<file path="src/rtl/fetch_ctrl.sv">
// fetch_ctrl: instruction fetch sequencer.
// Owns the architectural fetch PC and keeps at most one 8-byte-aligned
// memory request outstanding. The 32-bit word for each fetch PC is extracted
// from the response and queued for decode behind a valid/ready handshake.
// Jump and flush redirects retarget fetch. A discard flag drops the one
// stale response that can still be in flight after a redirect or reset.
//
// Build option: define FETCH_BUF2_EN for a 2-entry instruction buffer, which
// allows the next fetch to overlap a held entry. Otherwise the buffer has
// 1 entry. The port list is the same in both builds.
module fetch_ctrl #(
    parameter logic [63:0] RESET_PC = 64'h0
) (
    input  logic        clk,
    input  logic        reset,
    output logic        mem_req,
    output logic [63:0] mem_addr,
    input  logic        mem_gnt,
    input  logic        mem_rvalid,
    input  logic [63:0] mem_rdata,
    input  logic        jmp_valid,
    input  logic [63:0] jmp_target,
    input  logic        fetch_flush,
    input  logic [63:0] pc_from_flush,
    output logic        if_valid,
    output logic [31:0] if_instr,
    output logic [63:0] if_pc,
    input  logic        id_ready,
    output logic        misalign
);

`ifdef FETCH_BUF2_EN
    localparam logic [1:0] DEPTH = 2'd2;
`else
    localparam logic [1:0] DEPTH = 2'd1;
`endif

    typedef enum logic [1:0] {
        S_IDLE,
        S_REQ,
        S_WAIT,
        S_FULL
    } state_t;

    state_t      state_q;
    logic        mem_req_q;
    logic        discard_q;
    logic [63:0] fetch_pc_q, fetch_pc_d;
    logic [63:0] req_pc_q,   req_pc_d;
    logic        misalign_q, misalign_d;
    logic [1:0]  cnt_q,      cnt_d;

    // Two physical slots in both builds. Slot 0 is the head. With a 1-entry
    // buffer, slot 1 is never written and only shifts zeros into slot 0.
    logic [63:0] buf_pc_q  [0:1];
    logic [31:0] buf_ins_q [0:1];

    logic        redirect;
    logic [63:0] redir_tgt;
    logic        gnt_fire;
    logic        deq;
    logic        take;
    logic        outstanding_after;
    logic        keep_discard;
    logic [1:0]  cnt_after;
    logic        slot_free;
    logic        wr_idx;
    logic [31:0] instr_sel;

    // Flush comes from a later stage, so it takes priority over a jump.
    assign redirect  = fetch_flush | jmp_valid;
    assign redir_tgt = fetch_flush ? pc_from_flush : jmp_target;

    assign gnt_fire  = (state_q == S_REQ) && mem_gnt;
    assign deq       = if_valid && id_ready;

    // A response is buffered only if it belongs to the current path. That
    // excludes a response marked stale and a response that arrives with a redirect.
    assign take      = mem_rvalid && (state_q == S_WAIT) && !discard_q && !redirect;

    // True when a request is still in flight after this cycle, either
    // because it was just granted or because its response has not come back.
    assign outstanding_after = ((state_q == S_WAIT) && !mem_rvalid) || gnt_fire;
    assign keep_discard      = discard_q && !mem_rvalid;

    assign cnt_after = cnt_q - {1'b0, deq} + {1'b0, take};
    assign slot_free = (cnt_after < DEPTH);

    // The write slot is the occupancy after this cycle's dequeue. A dequeue
    // cannot occur with the buffer empty, and a take cannot occur with the
    // buffer full, so one bit is enough.
    assign wr_idx    = cnt_q[0] ^ deq;

    assign instr_sel = req_pc_q[2] ? mem_rdata[63:32] : mem_rdata[31:0];

    // Next values for the fetch PC, the PC of the outstanding request,
    // the misalign flag and the buffer occupancy.
    always_comb begin
        fetch_pc_d = fetch_pc_q;
        req_pc_d   = req_pc_q;
        misalign_d = misalign_q;
        cnt_d      = cnt_after;
        if (gnt_fire) begin
            req_pc_d = fetch_pc_q;
        end
        if (redirect) begin
            fetch_pc_d = redir_tgt & ~64'h3;
            misalign_d = |redir_tgt[1:0];
            cnt_d      = 2'd0;
        end else if (gnt_fire) begin
            fetch_pc_d = fetch_pc_q + 64'd4;
        end
    end

    // Control FSM: sequences requests, with a registered mem_req and the discard flag.
    always_ff @(posedge clk) begin
        if (reset) begin
            state_q   <= S_IDLE;
            mem_req_q <= 1'b0;
            // A response to a request made before reset must be dropped.
            discard_q <= outstanding_after | keep_discard;
        end else if (redirect) begin
            discard_q <= outstanding_after | keep_discard;
            if (outstanding_after) begin
                state_q   <= S_WAIT;
                mem_req_q <= 1'b0;
            end else begin
                state_q   <= S_REQ;
                mem_req_q <= 1'b1;
            end
        end else begin
            if (mem_rvalid && discard_q) begin
                discard_q <= 1'b0;
            end
            case (state_q)
                S_IDLE: begin
                    state_q   <= S_REQ;
                    mem_req_q <= 1'b1;
                end
                S_REQ: begin
                    if (mem_gnt) begin
                        state_q   <= S_WAIT;
                        mem_req_q <= 1'b0;
                    end
                end
                S_WAIT: begin
                    if (mem_rvalid) begin
                        if (slot_free) begin
                            state_q   <= S_REQ;
                            mem_req_q <= 1'b1;
                        end else begin
                            state_q   <= S_FULL;
                            mem_req_q <= 1'b0;
                        end
                    end
                end
                S_FULL: begin
                    if (deq) begin
                        state_q   <= S_REQ;
                        mem_req_q <= 1'b1;
                    end
                end
                default: begin
                    state_q   <= S_IDLE;
                    mem_req_q <= 1'b0;
                end
            endcase
        end
    end

    // Registers for the fetch PC, the request PC, the misalign flag and the occupancy count.
    always_ff @(posedge clk) begin
        if (reset) begin
            fetch_pc_q <= RESET_PC & ~64'h3;
            req_pc_q   <= '0;
            misalign_q <= 1'b0;
            cnt_q      <= 2'd0;
        end else begin
            fetch_pc_q <= fetch_pc_d;
            req_pc_q   <= req_pc_d;
            misalign_q <= misalign_d;
            cnt_q      <= cnt_d;
        end
    end

    // Shift FIFO. The head moves up on a dequeue. A held head is never
    // overwritten because a take writes only at the slot behind it.
    always_ff @(posedge clk) begin
        if (reset) begin
            for (int i = 0; i < 2; i++) begin
                buf_pc_q[i]  <= '0;
                buf_ins_q[i] <= '0;
            end
        end else begin
            if (deq) begin
                buf_pc_q[0]  <= buf_pc_q[1];
                buf_ins_q[0] <= buf_ins_q[1];
            end
            if (take) begin
                buf_pc_q[wr_idx]  <= req_pc_q;
                buf_ins_q[wr_idx] <= instr_sel;
            end
        end
    end

    assign mem_req  = mem_req_q;
    assign mem_addr = {fetch_pc_q[63:3], 3'b000};
    assign if_valid = (cnt_q != 2'd0);
    assign if_pc    = buf_pc_q[0];
    assign if_instr = buf_ins_q[0];
    assign misalign = misalign_q;

endmodule

</file>
<file path="config.mk">
export PLATFORM = sky130hd
export DESIGN_NAME = fetch_ctrl
export DESIGN_NICKNAME = d
export VERILOG_FILES = /design/src/rtl/fetch_ctrl.sv
export SDC_FILE = /design/constraint.sdc
export NUM_CORES = 1
export LEC_CHECK = 0
export CAP_MARGIN = 20
export CORE_UTILIZATION = 35
export CTS_CLUSTER_SIZE = 16
export DETAILED_ROUTE_END_ITERATION = 10
export GPL_ROUTABILITY_DRIVEN = 0
export PLACE_DENSITY_LB_ADDON = 0.08
export SYNTH_ARGS = -nofsm -noshare
export SYNTH_HDL_FRONTEND = slang
export SYNTH_SLANG_ARGS = --single-unit
</file>
<file path="constraint.sdc">
create_clock -name clk -period 11.1 [get_ports clk]
set_input_delay 2.22 -clock clk [delete_from_list [all_inputs] [get_ports clk]]
set_output_delay 2.22 -clock clk [all_outputs]
set_load 0.03 [all_outputs]
</file>
Word-level counts from Yosys, hierarchy flattened
Memories as Yosys holds them, arrays and structs flattened.
Index checks and enable logic that the tools add are counted.
{ "word_totals": {"regBits": 135, "ram_bits": 192, "inputBits": 199, "output_inout_bits": 163, "elab_cells": 83, "memories": 2} }
{ "op_classes": {"n_addsub": 3, "n_lt_le_gt_ge": 1, "n_eq_ne": 6, "mux": 37, "bitwise_logic": 5, "reduce_logical": 21} }
{ "memory_table": {"columns": ["memory", "words", "width", "rd", "rd_ports_with_merged_regs", "wr", "line", "rtl"], "rows": [
  ["buf_pc_q", 2, 64, 2, 0, 2, "55", "logic [63:0] buf_pc_q [0:1];"],
  ["buf_ins_q", 2, 32, 2, 0, 2, "56", "logic [31:0] buf_ins_q [0:1];"]
]} }
{ "ops": {"columns": ["operator", "n"], "rows": [
  ["two-way mux 64 bit", 5],
  ["two-way mux 32 bit", 3],
  ["adder 64 x 3 -> 64 bit, second input constant", 1],
  ["OR reduction 64 bit", 1],
  ["OR reduction 32 bit", 1],
  ["two-way mux 1 bit", 21],
  ["two-way mux 2 bit", 6],
  ["inequality test 3 bit, second input constant", 3],
  ["logical AND 1 bit", 8],
  ["case mux 2 bit (4 select lines)", 1],
  ["equality test 2 bit, second input constant", 2],
  ["OR 1 bit", 4],
  ["case mux 1 bit (4 select lines)", 1],
  ["nonzero test 2 bit", 2],
  ["OR reduction 2 bit", 2],
  ["zero test 1 bit", 3],
  ["AND reduction 3 bit", 1],
  ["nonzero test 3 bit", 1],
  ["adder 2 x 1 -> 2 bit", 1],
  ["equality test 2 x 1 -> 1 bit, second input constant", 1],
  ["zero test 2 bit", 1],
  ["< comparator 2 x 1 -> 1 bit, second input constant", 1],
  ["subtractor 2 x 1 -> 2 bit", 1],
  ["logical OR 1 bit", 1],
  ["bitwise XOR 1 bit", 1]
]} }

Longest topological paths before layout
{ "depth": {"word_depth": 10, "depth_mapped": 12} }

Worst setup path before layout
OpenSTA, ideal clock, no wires.
{ "synth_timing": {"path_type": "input to register", "from": "input port jmp_valid", "to": "memory buf_ins_q[0][0] (enable)", "t_arrival_ns": 5.413, "setup_slack_ns": 4.565, "cell_stages": 7, "path_cell_list": "nor2_1 nand4b_1 nor2_1 nand2_1 clkbuf_1 clkbuf_1 nand3_1"} }
{ "synth_rtl": {"columns": ["item", "line", "rtl"], "rows": [
  ["start, declared", "21", "input logic jmp_valid,"],
  ["end, declared", "56", null]
]} }

==> impl_metrics.ini <==
[routing]
ant_nets = 0
first_pass_iters = 5
via_per_inst = 5.26
vias = 13100
routed_wirelength_um = 52100
wl_per_cell_um = 21.0
post-route-drc-count = 0
drt_first_iter_violations = 896

[logic_synthesis]
netlist_instances = 1638
synth_area_leader_cell = edfxtp_1
synth_seq_cells = 319
seq_area_frac_synth = 0.539
syn_area_mm2 = 0.0154
synth_ff_type = edfxtp_1
synthTopCellsByArea = edfxtp_1 37%, dfxtp_1 17%, nand2_1 7.6%
ys_types = 68
synth_edf_count = 189
ys_async_sr_fraction = 0
syn_area_per_cell_um2 = 9.37
synth_top_area_frac = 0.370
yosysWarnings = 0

[clock_tree]
cts_resized = 0
clk_pin_slew_ps = 60
ctsLongestPathBuffers = 3
cts_tree = done
hold_buffers = 0
insertion_delay_ps = 530
post_cts.repair.setup_buffers = 0
cts_buffers = 37
cts-htree-levels = 2
clock_sinks = 319
cts-root-buf = clkbuf_16

[setup_path]
startpoint_type = input pin
worstPathCellList = clkdlybuf4s50_1 > buf_4 > nor2_4 > nand4b_1 > or3_1 > nand2_4 > buf_4
critPathLaunch = jmp_valid
required_ps = 11240
r2r_cells = 6
reg2reg_from = state_q[0]$_SDFFE_PP0P_
critPathCapture = buf_pc_q[1][21]$_SDFFCE_PN0P_
cpMostUsedCell = buf_4
r2r_slack_ps = 8060
crit_fanout = 50
crit_path_max_incr_delay_ps = 740
timing.rr.end = buf_pc_q[1][21]$_SDFFCE_PN0P_
timing_worst_setup_path_type = in2reg
endpoint_kind = register
crit_slowest_cell = buf_4
worstPathArrival_ps = 4990

[power_and_ir_drop]
power.leakage_nw = 7.25
power_density_mw_per_mm2 = 143
peakVddDrop_mv = 0.0931

[finish]
fin_area_mm2 = 0.0201
drive_gt1_frac = 0.0496
regArea_mm2 = 0.00828
fin_util = 0.465
fin_nets = 2076
multiInputGateArea_mm2 = 0.00610
area_growth_pct = 30.9
layout_common_cells = 354 x clkdlybuf4s50_1, 309 x nand2_1, 189 x edfxtp_1
final_common_cell = clkdlybuf4s50_1
num-fill-cells = 4165

[sta]
rsz0062_at_grt = no
setup_viol = 0
fmax_mhz = 206
fin_crit_ps = 4850
slew_headroom = 0.274
fin_worst_skew_ps = 16.9
fin_setup_tns_ps = 0
fin_ws_ps = 6250
timing.final.crit_share = 0.437
hold_violations = 0
drv_slew = 0
tightest_slew_ps = 1090

[floorplanning]
rows = 76
initial_core_util = 0.356
die-area_mm2 = 0.0447
die_h_um = 211
ios = 362
core_area_mm2 = 0.0432
die_w_um = 211

[run_status]
status = completed

[placed_design]
dpl.hpwl_um = 35300
pre_cts_ws_ps = 5450
place_area_mm2 = 0.0189
numPortBuffers = 356

[global_route]
antenna_found_initial = 5
grt_pass1_wl_um = 77600
grt_pass1_vias = 12600
grt.total_usage = 0.229
grt_max_degree = 91
overflow = 0

[hold_path]
hold_class = reg2reg

[job]
cap_violations = 0
==> cell usage after synthesis, drive strengths merged, types with 2 or more instances <==
cell / count
nand3: 127
nor4: 10
xor2: 13
and3: 24
o31ai: 5
o2bb2ai: 3
a2111oi: 3
nand2b: 3
o21a: 2
nor3: 22
ha: 7
a211o: 3
or2: 3
o2111ai: 2
or4: 7
o21ai: 74
and2: 67
a221o: 4
mux2i: 41
nand2: 312
o211a: 2
a221oi: 4
o22ai: 30
buf: 88
a22o: 2
a41oi: 2
nand4: 26
o41ai: 3
o211ai: 3
a211oi: 17
nor2b: 4
nor2: 83
a22oi: 13
dfxtp: 130
and4: 6
or3: 7
edfxtp: 189
a31o: 2
xnor2: 10
clkbuf: 101
inv: 20
o21bai: 3
a21oi: 135
a21o: 5
a31oi: 8
==> layer usage <==
| metal | routed length (um) | share of wire | up-vias | GRT usage |
|---|---|---|---|---|
| met5 | 70 | 0.0013 | - | 0 |
| met3 | 3980 | 0.076 | 94 | 0.0484 |
| met2 | 23800 | 0.46 | 524 | 0.366 |
| met1 | 22700 | 0.44 | 6192 | 0.305 |
| met4 | 1620 | 0.031 | 10 | 0.0812 |
| li1 | - | - | 6240 | - |
==> where the power goes <==
part | internal, mW | leakage (nW) | total, mW | switching (mW)
Combinational | 0.165 | 3.70 | 0.377 | 0.213
Sequential | 1.30 | 3.02 | 1.35 | 0.0539
Clock | 0.666 | 0.531 | 1.15 | 0.480
==> per-stage QoR <==
stage | power, mW | std cells | hold slack, ps
after global placement | 1.75 | 2412 | 455
after CTS | 2.91 | 2479 | 467
after detailed placement | 1.76 | 2414 | 458
after global routing | 2.98 | 2481 | 488
final | 2.88 | 2482 | 465
after floorplan | 1.57 | 1642 | 445
==> sequential cells by signal, indices dropped and copies added (netlist names) <==
name,flops
buf_ins_q,64
buf_pc_q,124
cnt_q,2
discard_q,1
fetch_pc_q,62
mem_req,1
misalign,1
req_pc_q,62
state_q,2
==> worst max-delay path: cells and delay by family <==
kind,cells,cell delay [ps]
and+or+nand+nor,4,1310
buffers and inverters,3,1400
==> how the worst min path moves through the flow <==
stage                                    startpoint                   endpoint  slack [ps]  depth (start not counted)
after floorplan           req_pc_q[10]$_SDFFE_PP0P_  req_pc_q[10]$_SDFFE_PP0P_         440                          2
after global placement    req_pc_q[52]$_SDFFE_PP0P_  req_pc_q[52]$_SDFFE_PP0P_         460                          2
after detailed placement  req_pc_q[14]$_SDFFE_PP0P_  req_pc_q[14]$_SDFFE_PP0P_         460                          2
after CTS                 req_pc_q[14]$_SDFFE_PP0P_  req_pc_q[14]$_SDFFE_PP0P_         470                          2
after global routing       req_pc_q[6]$_SDFFE_PP0P_   req_pc_q[6]$_SDFFE_PP0P_         490                          2
final                     req_pc_q[14]$_SDFFE_PP0P_  req_pc_q[14]$_SDFFE_PP0P_         460                          2
==> logic make-up after synthesis <==
kind of cell    after synthesis  share of synthesized area
buf+inv                     209                     0.0683
fa+ha+maj                     7                    0.00570
compound gates              333                      0.130
xor+xnor                     23                     0.0131
mux                          41                     0.0267
flops                       319                      0.539
other cells                   1                   0.000244
simple gates                705                      0.217
==> cell type report <==
class                   instances  share of cell area
flip-flops and latches        319               0.412
multi-input cells            1114               0.304
repair buffers                378               0.189
clock buffers                  58              0.0520
well taps                     585              0.0364
inverters                      20             0.00374
clock inverters                 7             0.00268
diodes                          1            0.000125
No activity file was read; power rests on OpenSTA's default activity.
